==> src/rtl/memmux_swap_ctrl.sv <==
// Video scan-address generator and double-buffer bank swap controller for a memory mux.
// Bank swaps requested by the writer are committed only at the SCAN->BLANK boundary.
module memmux_swap_ctrl #(
    parameter int ADDR_WIDTH = 8,
    parameter int FRAME_LEN  = 256,
    parameter int BLANK_LEN  = 16
) (
    input  logic                  clk,
    input  logic                  rst_n,
    input  logic                  enable,
    input  logic                  swap_req,
    output logic                  swap_ack,
    output logic                  swap_pending,
    output logic                  switch,
    output logic [ADDR_WIDTH-1:0] vaddr,
    output logic                  frame_start
);

    localparam logic SCAN  = 1'b0;
    localparam logic BLANK = 1'b1;

    localparam logic [1:0] H_IDLE = 2'd0;
    localparam logic [1:0] H_PEND = 2'd1;
    localparam logic [1:0] H_DONE = 2'd2;

    // Comparing against the last legal address keeps vaddr bounded even when FRAME_LEN fills the address space.
    localparam logic [ADDR_WIDTH-1:0] ADDR_ZERO  = ADDR_WIDTH'(0);
    localparam logic [ADDR_WIDTH-1:0] ADDR_ONE   = ADDR_WIDTH'(1);
    localparam logic [ADDR_WIDTH-1:0] LAST_ADDR  = ADDR_WIDTH'(FRAME_LEN - 1);
    localparam logic [15:0]           BLANK_LAST = 16'(BLANK_LEN - 1);

    logic                  scanState;
    logic                  scanNext;
    logic [ADDR_WIDTH-1:0] vaddrReg;
    logic [ADDR_WIDTH-1:0] vaddrNext;
    logic [15:0]           blankCnt;
    logic [15:0]           blankNext;
    logic                  switchReg;
    logic                  switchNext;
    logic [1:0]            hState;
    logic [1:0]            hNext;
    logic                  swapAckReg;
    logic                  swapFire;
    logic                  frameStartReg;
    logic                  frameStartNext;
    logic                  pendingReg;

    // Scan/blank sequencing and the frame-end swap decision.
    always_comb begin
        scanNext       = scanState;
        vaddrNext      = vaddrReg;
        blankNext      = blankCnt;
        switchNext     = switchReg;
        swapFire       = 1'b0;
        frameStartNext = 1'b0;
        if (enable) begin
            case (scanState)
                SCAN: begin
                    if (vaddrReg == LAST_ADDR) begin
                        scanNext  = BLANK;
                        blankNext = 16'd0;
                        vaddrNext = ADDR_ZERO;
                        if (hState == H_PEND) begin
                            swapFire   = 1'b1;
                            switchNext = ~switchReg;
                        end else begin
                            swapFire   = 1'b0;
                            switchNext = switchReg;
                        end
                    end else begin
                        vaddrNext = vaddrReg + ADDR_ONE;
                    end
                end
                BLANK: begin
                    vaddrNext = ADDR_ZERO;
                    if (blankCnt == BLANK_LAST) begin
                        scanNext       = SCAN;
                        blankNext      = 16'd0;
                        frameStartNext = 1'b1;
                    end else begin
                        blankNext = blankCnt + 16'd1;
                    end
                end
                default: begin
                    scanNext  = SCAN;
                    vaddrNext = ADDR_ZERO;
                    blankNext = 16'd0;
                end
            endcase
        end else begin
            scanNext  = scanState;
            vaddrNext = vaddrReg;
            blankNext = blankCnt;
        end
    end

    // Writer handshake: latch a request, retire it on the swap, then wait for the request to drop.
    always_comb begin
        hNext = hState;
        case (hState)
            H_IDLE: begin
                if (swap_req) begin
                    hNext = H_PEND;
                end else begin
                    hNext = H_IDLE;
                end
            end
            H_PEND: begin
                if (swapFire) begin
                    hNext = H_DONE;
                end else begin
                    hNext = H_PEND;
                end
            end
            H_DONE: begin
                if (!swap_req) begin
                    hNext = H_IDLE;
                end else begin
                    hNext = H_DONE;
                end
            end
            default: hNext = H_IDLE;
        endcase
    end

    // State and output registers; reset discards any latched request.
    always_ff @(posedge clk) begin
        if (!rst_n) begin
            scanState     <= SCAN;
            vaddrReg      <= ADDR_ZERO;
            blankCnt      <= 16'd0;
            switchReg     <= 1'b0;
            hState        <= H_IDLE;
            swapAckReg    <= 1'b0;
            frameStartReg <= 1'b0;
            pendingReg    <= 1'b0;
        end else begin
            scanState     <= scanNext;
            vaddrReg      <= vaddrNext;
            blankCnt      <= blankNext;
            switchReg     <= switchNext;
            hState        <= hNext;
            swapAckReg    <= swapFire;
            frameStartReg <= frameStartNext;
            pendingReg    <= (hNext == H_PEND);
        end
    end

    assign vaddr        = vaddrReg;
    assign switch       = switchReg;
    assign swap_ack     = swapAckReg;
    assign frame_start  = frameStartReg;
    assign swap_pending = pendingReg;

endmodule

==> config.mk <==
export PLATFORM = sky130hd
export DESIGN_NAME = memmux_swap_ctrl
export DESIGN_NICKNAME = d
export VERILOG_FILES = /design/src/rtl/memmux_swap_ctrl.sv
export SDC_FILE = /design/constraint.sdc
export NUM_CORES = 1
export LEC_CHECK = 0
export BUFFER_PORTS_ARGS = -buffer_cell sky130_fd_sc_hd__clkbuf_2
export CORE_UTILIZATION = 51
export CTS_CLUSTER_SIZE = 28
export DETAILED_ROUTE_END_ITERATION = 12
export GPL_TIMING_DRIVEN = 0
export PLACE_DENSITY = 0.73
export SLEW_MARGIN = 10
export SYNTH_ARGS = -nofsm -noshare
export SYNTH_HDL_FRONTEND = slang
export SYNTH_SLANG_ARGS = --single-unit
==> constraint.sdc <==
create_clock -name clk -period 1.88 [get_ports clk]
set_clock_uncertainty 0.2 [all_clocks]
set_input_delay 0.376 -clock clk [delete_from_list [all_inputs] [get_ports clk]]
set_output_delay 0.376 -clock clk [all_outputs]
set_load 0.1 [all_outputs]
==> flow_summary.json, run 1 <==
{
  "max-vdd-ir-drop_uv": 588.6,
  "violations": "negative setup slack",
  "postPlaceCellArea_sq_um": 1665,
  "rsz0062_at_grt": "true",
  "cap_violations": 0,
  "finalSetupViolCount": 2,
  "root_buffer": "clkbuf_4",
  "period_needed_ns": 1.885,
  "post-route-period-util": 1.003,
  "vias": 1592,
  "power.switching_mw": 0.3151,
  "whs_path_depth": 3,
  "wl_per_cell_microns": 17.09,
  "yosys.cell_count.top_type": "dfxtp_1",
  "comb_power_share": 0.081,
  "fin_ws_ns": -0.005422,
  "postSynthAreaPerCell_sq_um": 8.559,
  "die_y_microns": 56.35,
  "tightest_slew_ns": 0.5411,
  "p_leak_nw": 0.7072,
  "synth_enable_flop_cells": 0,
  "routed_via_density": 6.661,
  "cts_buffers": 5,
  "r2r_end": "blankCnt[15]$_SDFFE_PN0P_",
  "min_to": "hState[1]$_SDFF_PN0_",
  "ys_seq_area_frac": 0.4120,
  "die_width_microns": 56.35,
  "drtIter0Drc": 112,
  "die-area_sq_um": 3175,
  "synth_top_area_cell": "dfxtp_1",
  "power.total_mw": 1.200,
  "final_net_count": 213,
  "io_pins": 16,
  "synthTopCellsByCount": "31 x dfxtp_1, 19 x nor2_1, 16 x a31oi_1, 14 x nand3_1, 13 x nand2_1",
  "ff2ff_path_depth": 4,
  "antenna_found_initial": 0,
  "status": "complete, but fails checks",
  "max_slew_margin": 0.6408,
  "first_global_vias": 1553,
  "p_int_mw": 0.8848,
  "pwr-share-seq": 0.544,
  "clock_power_share": 0.375,
  "grt_pass1_wl_mm": 6.844,
  "fin_area_sq_um": 1968,
  "finalHoldViolCount": 0,
  "ys_seq_elements": 31,
  "finalNonFillerCells": 239,
  "drc": 0,
  "cts_tree": "built",
  "cts_hold_buf": 0,
  "switching_share": 0.2626,
  "wl_mm": 4.084,
  "fmax_mhz": 530.4,
  "coreArea_sq_um": 2781,
  "timing.critical_path.required_ns": 1.97,
  "clk_pin_slew_ns": 0.09,
  "port_buffers": 13,
  "synth_area_sq_um": 1506,
  "cts_buffer_depth": 2,
  "diodes": 0,
  "utilization": 0.7076,
  "rows": 19,
  "fin_setup_tns_ns": -0.01036,
  "start_kind": "flop",
  "synthArstFlopShare": 0,
  "min-delay-start": "swap_req",
  "end_kind": "flop",
  "synth_top_cells_by_area": "dfxtp_1 41%, a31oi_1 6.6%, nor2_1 4.7%, nand3_1 4.7%, nand2_1 3.2%",
  "cts.sink_count": 31,
  "critPathKind": "reg2reg",
  "first_pass_iters": 5,
  "h-tree-depth": 2,
  "gp_congestion": 0.9077,
  "synth_cell_types": 44,
  "synth_nets": 182,
  "power_density_nw_per_um2": 609.7,
  "drive_gt1_frac": 0.3798,
  "clk_latency_ns": 0.33,
  "grt_max_degree": 11,
  "cp.arrival_ns": 1.97,
  "r2r_start": "blankCnt[8]$_SDFFE_PN0P_",
  "synth_cells": 176,
  "track_usage": 0.2772,
  "yosys_most_used_dff": "dfxtp_1",
  "hold_path_class": "in2reg",
  "r2r_setup_slack_ns": -0.005,
  "path_max_fanout": 7,
  "dp.cells": 220,
  "yosysWarnings": 0,
  "slew_viol_final": 0,
  "syn_to_final_growth_pct": 30.65,
  "drtAntennaViolNets": 0,
  "synth.top_cell.area_share": 0.4120,
  "dpl.hpwl_mm": 2.591,
  "start_util": 0.5416,
  "grt-ovfl-total": 0
}
## worst max-delay path, stage by stage (launching register included)
cell and delay [ns]:
dfxtp_4 0.41, nand4_4 0.16, or4_4 0.50, or4b_1 0.48
nand3_1 0.09
## cell type report
cell class                 count  area [sq um]
buffer                         9         73.82
clock buffer                   8         68.82
fill                         214         813.3
inverter                       4         15.01
multi-input combinational    132         932.1
sequential                    31         691.9
tap                           31         38.79
timing repair buffer          24         147.6
## worst max-delay path by stage
stage	start	end	slack (ns)	depth (start not counted)
2_1_floorplan	vaddr[0]$_SDFFE_PN0P_	switch$_SDFFE_PN0P_	0.007	5
3_3_place_gp	rst_n	blankCnt[5]$_SDFFE_PN0P_	-0.31	6
3_5_place_dp	rst_n	blankCnt[5]$_SDFFE_PN0P_	-0.33	6
4_1_cts	rst_n	blankCnt[5]$_SDFFE_PN0P_	0.005	6
5_1_grt	blankCnt[4]$_SDFFE_PN0P_	blankCnt[15]$_SDFFE_PN0P_	-0.09	4
6_report	blankCnt[8]$_SDFFE_PN0P_	blankCnt[15]$_SDFFE_PN0P_	-0.005	4
## flip-flops by register name, indices dropped and copies added, names as in the netlist
signal        flops
swap_pending      1
hState            2
switch            1
blankCnt         16
frame_start       1
scanState         1
swap_ack          1
vaddr             8
## power groups by stage
stage	clock, mW	combinational (mW)	sequential, mW
2_1_floorplan	0	0.0333	0.726
3_3_place_gp	0	0.0950	0.680
3_5_place_dp	0	0.0963	0.681
4_1_cts	0.447	0.0969	0.658
5_1_grt	0.474	0.104	0.654
6_report	0.450	0.0975	0.652
## metrics by stage
step / hold WS (ns) / setup slack [ns]
after floorplan: 0.2290 / 0.006769
after global placement: 0.2458 / -0.3119
after detailed placement: 0.2652 / -0.3343
after CTS: 0.1643 / 0.004766
after global routing: 0.1717 / -0.08811
final: 0.1581 / -0.005422
## placed cells by master (no fill, tap or decap), types with 3 or more instances in the layout
master	netlist	final
nor3_1	4	4
clkbuf_4	0	5
nor4_2	1	3
inv_1	3	3
nand4_1	6	6
a31oi_1	16	16
dfxtp_2	0	6
dfxtp_1	31	8
a21oi_1	5	5
dfxtp_4	0	17
clkbuf_8	0	4
nand2_1	13	12
nor4_1	7	4
nand3_1	14	11
xnor2_1	5	5
buf_4	0	11
nand4b_1	3	3
nor2_1	19	19
clkbuf_2	0	15
nand3b_1	4	4
## logic make-up (layout without fill, tap and decap cells)
| kind of cell | Yosys count | after routing | share of synthesized area |
|---|---|---|---|
| mux | 1 | 1 | 0.006645 |
| fa+ha+maj | 2 | 2 | 0.01661 |
| buf+inv | 13 | 45 | 0.03571 |
| simple gates | 87 | 87 | 0.3297 |
| xor+xnor | 7 | 7 | 0.04070 |
| compound gates | 35 | 35 | 0.1586 |
| flops | 31 | 31 | 0.4120 |
## what timing repair did
action                                  4_1_cts  5_1_grt
pin swaps                                     0        4
buffers inserted                              4        7
endpoints found under the setup margin       16       21
gates resized for setup                      34       15
## layer usage
metal	part of all wire	track usage	wire (microns)
met5	0	0	0
met4	0.029	0.1185	120
met2	0.47	0.4541	1916
met3	0.078	0.07834	319
met1	0.42	0.3401	1728
Note: power is estimated with default switching activity, not from simulation.
==> run 2: changes to the inputs <==
Settings changed: BUFFER_PORTS_ARGS -buffer_cell sky130_fd_sc_hd__clkbuf_2 to -buffer_cell sky130_fd_sc_hd__buf_4.
==> run 2 against run 1 <==
The run still ends with negative setup slack left. Worst hold slack better by 0.0084 ns. Via count down 3.2%. Sequential power about the same. Power down 5.9%. Sequential share of layout area down 0.45 points. First-iteration DRC count up 0.89%. Setup slack worse by 0.0028 ns. Core utilization up 1.4 points. Largest cell class unchanged. Highest routed layer unchanged.
==> flow_summary.json, run 2 (same netlist as run 1, synthesis figures left out) <==
{
  "fmax_mhz": 529.6,
  "cts_tree": "built",
  "diodes": 0,
  "comb_power_share": 0.092,
  "gp_congestion": 0.9405,
  "path_max_fanout": 6,
  "timing.critical_path.required_ns": 1.97,
  "whs_path_depth": 3,
  "critPathKind": "reg2reg",
  "post-route-period-util": 1.004,
  "port_buffers": 13,
  "r2r_start": "blankCnt[10]$_SDFFE_PN0P_",
  "power_density_nw_per_um2": 562.4,
  "cp.arrival_ns": 1.97,
  "max-vdd-ir-drop_uv": 681.0,
  "rows": 19,
  "coreArea_sq_um": 2781,
  "finalNonFillerCells": 239,
  "utilization": 0.7220,
  "seq_area_sq_um": 696.9,
  "io_pins": 16,
  "ff2ff_path_depth": 5,
  "final_cell_mix": "23 x buf_4, 19 x dfxtp_4, 18 x nor2_1, 16 x a31oi_1",
  "clk_latency_ns": 0.34,
  "status": "complete, but fails checks",
  "first_pass_iters": 4,
  "routed_via_density": 6.448,
  "max_slew_margin": 0.7559,
  "min-delay-start": "swap_req",
  "timing.hold.ws_ns": 0.1665,
  "violations": "negative setup slack",
  "grt_pass1_wl_mm": 6.630,
  "h-tree-depth": 2,
  "wl_per_cell_microns": 16.93,
  "first_global_vias": 1396,
  "r2r_end": "blankCnt[11]$_SDFFE_PN0P_",
  "die_y_microns": 56.35,
  "die-area_sq_um": 3175,
  "dp.cells": 220,
  "power.switching_mw": 0.3125,
  "final_common_cell": "buf_4",
  "final_net_count": 213,
  "end_kind": "flop",
  "antenna_found_initial": 0,
  "start_kind": "flop",
  "cts_buffers": 5,
  "drtIter0Drc": 113,
  "finalHoldViolCount": 0,
  "p_leak_nw": 0.7119,
  "dpl.hpwl_mm": 2.568,
  "p_int_mw": 0.8169,
  "r2r_setup_slack_ns": -0.008,
  "grt-ovfl-total": 0,
  "finalSetupViolCount": 1,
  "regMostFlops": "blankCnt",
  "largest_register_ffs": 16,
  "period_needed_ns": 1.888,
  "root_buffer": "clkbuf_4",
  "clk_pin_slew_ns": 0.10,
  "drtAntennaViolNets": 0,
  "grt_max_degree": 11,
  "cts.sink_count": 31,
  "start_util": 0.5416,
  "clock_power_share": 0.332,
  "drive_gt1_frac": 0.3798,
  "switching_share": 0.2767,
  "drc": 0,
  "power.total_mw": 1.129,
  "cap_violations": 0,
  "pwr-share-seq": 0.575,
  "wl_mm": 4.046,
  "nFillCells": 205,
  "die_width_microns": 56.35,
  "slew_viol_final": 0,
  "hold_path_class": "in2reg",
  "tightest_slew_ns": 0.3634,
  "syn_to_final_growth_pct": 33.31,
  "min_to": "hState[0]$_SDFF_PN0_",
  "cts_buffer_depth": 2,
  "track_usage": 0.2737,
  "rsz0062_at_grt": "true",
  "multiInputGateArea_sq_um": 953.4,
  "vias": 1541,
  "fin_ws_ns": -0.008214
}
[run 2: cell type report]
class,instances,share of cell area
plain buffers,9,0.03551
clock buffers,8,0.02430
inverters,4,0.007477
multi-input cells,132,0.4748
flip-flops and latches,31,0.3470
well taps,31,0.01931
repair buffers,24,0.09159
[run 2: worst max-delay path by stage]
stage	from	end	slack [ns]	depth (start not counted)
6_report	blankCnt[10]$_SDFFE_PN0P_	blankCnt[11]$_SDFFE_PN0P_	-0.008	5
5_1_grt	blankCnt[5]$_SDFFE_PN0P_	blankCnt[15]$_SDFFE_PN0P_	-0.05	4
4_1_cts	blankCnt[5]$_SDFFE_PN0P_	blankCnt[8]$_SDFFE_PN0P_	0.01	5
3_5_place_dp	rst_n	blankCnt[6]$_SDFFE_PN0P_	-0.39	6
3_3_place_gp	rst_n	blankCnt[6]$_SDFFE_PN0P_	-0.35	6
2_1_floorplan	vaddr[0]$_SDFFE_PN0P_	switch$_SDFFE_PN0P_	0.007	5
[run 2: power by group through the flow]
| stage | combinational [mW] | sequential (mW) | clock (mW) |
|---|---|---|---|
| 6_report | 0.104 | 0.650 | 0.375 |
| 5_1_grt | 0.111 | 0.651 | 0.402 |
| 4_1_cts | 0.102 | 0.663 | 0.384 |
| 3_5_place_dp | 0.102 | 0.681 | 0 |
| 3_3_place_gp | 0.100 | 0.680 | 0 |
| 2_1_floorplan | 0.0333 | 0.726 | 0 |
[run 2: per-stage QoR]
step                      area, sq um  setup WS [ns]   TNS [ns]
after global routing             2008       -0.05020    -0.2732
after floorplan                  1562       0.006769          0
final                            2008      -0.008214  -0.008214
after global placement           1698        -0.3501     -3.545
after detailed placement         1698        -0.3865     -4.228
after CTS                        1851       0.009528          0
[run 2: repair_timing]
| action | 4_1_cts | 5_1_grt |
|---|---|---|
| pin swaps | 0 | 4 |
| setup endpoints to repair | 15 | 17 |
| gates resized for setup | 31 | 23 |
| buffers inserted | 2 | 9 |
| hold buffers | 0 | 0 |
[run 2: critical path, stage by stage (launching register included)]
cell,delay [ns]
dfxtp_4,0.39
buf_6,0.10
inv_1,0.04
or4_4,0.53
or4b_1,0.48
nand3_1,0.09
[run 2: layer usage]
layer	global-route usage	vias up	part of all wire
li1	-	738	-
met1	0.3735	731	0.43
met2	0.4133	64	0.47
met3	0.04839	8	0.078
met4	0.1429	0	0.016
met5	0	-	0
==> run 3: changes to the inputs <==
Settings changed: REMOVE_ABC_BUFFERS set to 1.
==> run 3 against run 2 <==
The flow still finishes with violations (negative setup slack). Largest power group unchanged. Power increased by 16%. Critical endpoint is now blankCnt[15]$_SDFFE_PN0P_. Routed wire length up 10%. Largest cell class unchanged. Highest routed layer unchanged. Via count grew 4.7%.
==> flow_summary.json, run 3 (same netlist as run 1, synthesis figures left out) <==
{
  "diodes": 0,
  "tightest_slew_ns": 0.3519,
  "port_buffers": 15,
  "fin_setup_tns_ns": -0.1204,
  "slowest_stage": "or4_4",
  "path_max_fanout": 6,
  "nFillCells": 192,
  "pwr-share-seq": 0.498,
  "period_needed_ns": 1.940,
  "postPlaceCellArea_sq_um": 1619,
  "grt_max_degree": 15,
  "die_width_microns": 56.35,
  "drc": 0,
  "max-vdd-ir-drop_uv": 719.9,
  "timing.critical_path.required_ns": 1.97,
  "power.switching_mw": 0.3273,
  "first_pass_iters": 7,
  "wl_per_cell_microns": 18.74,
  "path_cells": "nand4_1, or4_4, or4b_4, nand3_2",
  "cp_slowest_stage_delay_ns": 0.57,
  "drtAntennaViolNets": 0,
  "drive_gt1_frac": 0.3865,
  "p_int_mw": 0.9878,
  "place_worst_setup_slack_ns": -0.4668,
  "comb_power_share": 0.078,
  "clock_power_share": 0.424,
  "dpl.hpwl_mm": 2.281,
  "cts.sink_count": 31,
  "track_usage": 0.2472,
  "critPathKind": "reg2reg",
  "routed_via_density": 6.782,
  "antenna_found_initial": 0,
  "timing.hold.ws_ns": 0.1541,
  "finalNonFillerCells": 238,
  "dp.cells": 213,
  "syn_to_final_growth_pct": 39.04,
  "die-area_sq_um": 3175,
  "utilization": 0.7530,
  "final_common_cell": "buf_4",
  "p_leak_nw": 0.7725,
  "fmax_mhz": 515.6,
  "power_density_nw_per_um2": 627.9,
  "root_buffer": "clkbuf_4",
  "start_util": 0.5416,
  "hold_path_class": "in2reg",
  "cts_tree": "built",
  "post-route-period-util": 1.032,
  "largest_register_ffs": 16,
  "gp_congestion": 0.8797,
  "cts_hold_buf": 0,
  "cts_buffer_depth": 2,
  "fin_ws_ns": -0.05951,
  "cp.arrival_ns": 2.03,
  "drtIter0Drc": 147,
  "slew_viol_final": 0,
  "final_net_count": 212,
  "switching_share": 0.2489,
  "rsz0062_at_grt": "true",
  "status": "complete, but fails checks",
  "clk_pin_slew_ns": 0.10,
  "fin_area_sq_um": 2095,
  "grt_pass1_wl_mm": 6.141,
  "violations": "negative setup slack",
  "finalHoldViolCount": 0,
  "cap_violations": 0,
  "rows": 19,
  "wl_mm": 4.459,
  "first_global_vias": 1420,
  "end_kind": "flop",
  "coreArea_sq_um": 2781,
  "vias": 1614,
  "grt-ovfl-total": 0,
  "max_slew_margin": 0.7636,
  "cts_buffers": 5,
  "io_pins": 16,
  "power.total_mw": 1.315,
  "die_y_microns": 56.35,
  "clk_latency_ns": 0.34,
  "finalSetupViolCount": 3,
  "h-tree-depth": 2,
  "regMostFlops": "blankCnt",
  "start_kind": "flop",
  "final_cell_mix": "28 x buf_4, 18 x nor2_1, 16 x a31oi_1, 13 x dfxtp_1"
}
-- run 3: cell count changes in the layout (fill, tap and decap cells not counted), moves of 3 or more --
cell      before  now
nand4b_4       1    4
clkbuf_1       3    0
dfxtp_4       19   12
dfxtp_1        8   13
buf_4         23   28
buf_6          4    1
-- run 3: final cells by class --
class	instances	area, sq um	share of cell area
clock inverters	2	35.03	0.01673
multi-input cells	135	1060	0.5060
inverters	4	15.01	0.007168
repair buffers	29	221.5	0.1057
flip-flops and latches	31	673.1	0.3214
clock buffers	6	51.30	0.02449
well taps	31	38.79	0.01852
-- run 3: metal layers --
| layer | vias up | share of wire | GRT usage |
|---|---|---|---|
| li1 | 748 | - | - |
| met3 | 16 | 0.060 | 0.07834 |
| met5 | - | 0 | 0 |
| met4 | 0 | 0.025 | 0.1115 |
| met2 | 73 | 0.51 | 0.4201 |
| met1 | 777 | 0.41 | 0.2824 |
-- run 3: power by group through the flow --
| stage | Clock [mW] | Sequential, mW | Combinational, mW |
|---|---|---|---|
| after floorplan | 0 | 0.732 | 0.0237 |
| after global placement | 0 | 0.686 | 0.0958 |
| after detailed placement | 0 | 0.687 | 0.0977 |
| after CTS | 0.566 | 0.667 | 0.101 |
| after global routing | 0.595 | 0.657 | 0.107 |
| final | 0.557 | 0.656 | 0.103 |
-- run 3: what timing repair did --
action,CTS,global route
setup buffers,0,14
gates resized for setup,32,28
endpoints found under the setup margin,25,18
pin swaps,3,6
gates cloned,1,2
-- run 3: final timing paths --
check	start	to	slack, ns	depth (start not counted)
worst max-delay path	blankCnt[10]$_SDFFE_PN0P_	blankCnt[15]$_SDFFE_PN0P_	-0.06	4
worst max register to register	blankCnt[10]$_SDFFE_PN0P_	blankCnt[15]$_SDFFE_PN0P_	-0.06	4
worst min register to register	blankCnt[13]$_SDFFE_PN0P_	blankCnt[13]$_SDFFE_PN0P_	0.29	1
worst min-delay path	swap_req	hState[0]$_SDFF_PN0_	0.15	3
-- run 3: worst max-delay path, delay by kind of cell (launching register included) --
| kind | cells | cell delay [ns] |
|---|---|---|
| AND/OR/NAND/NOR | 4 | 1.30 |
| flip-flops | 1 | 0.40 |
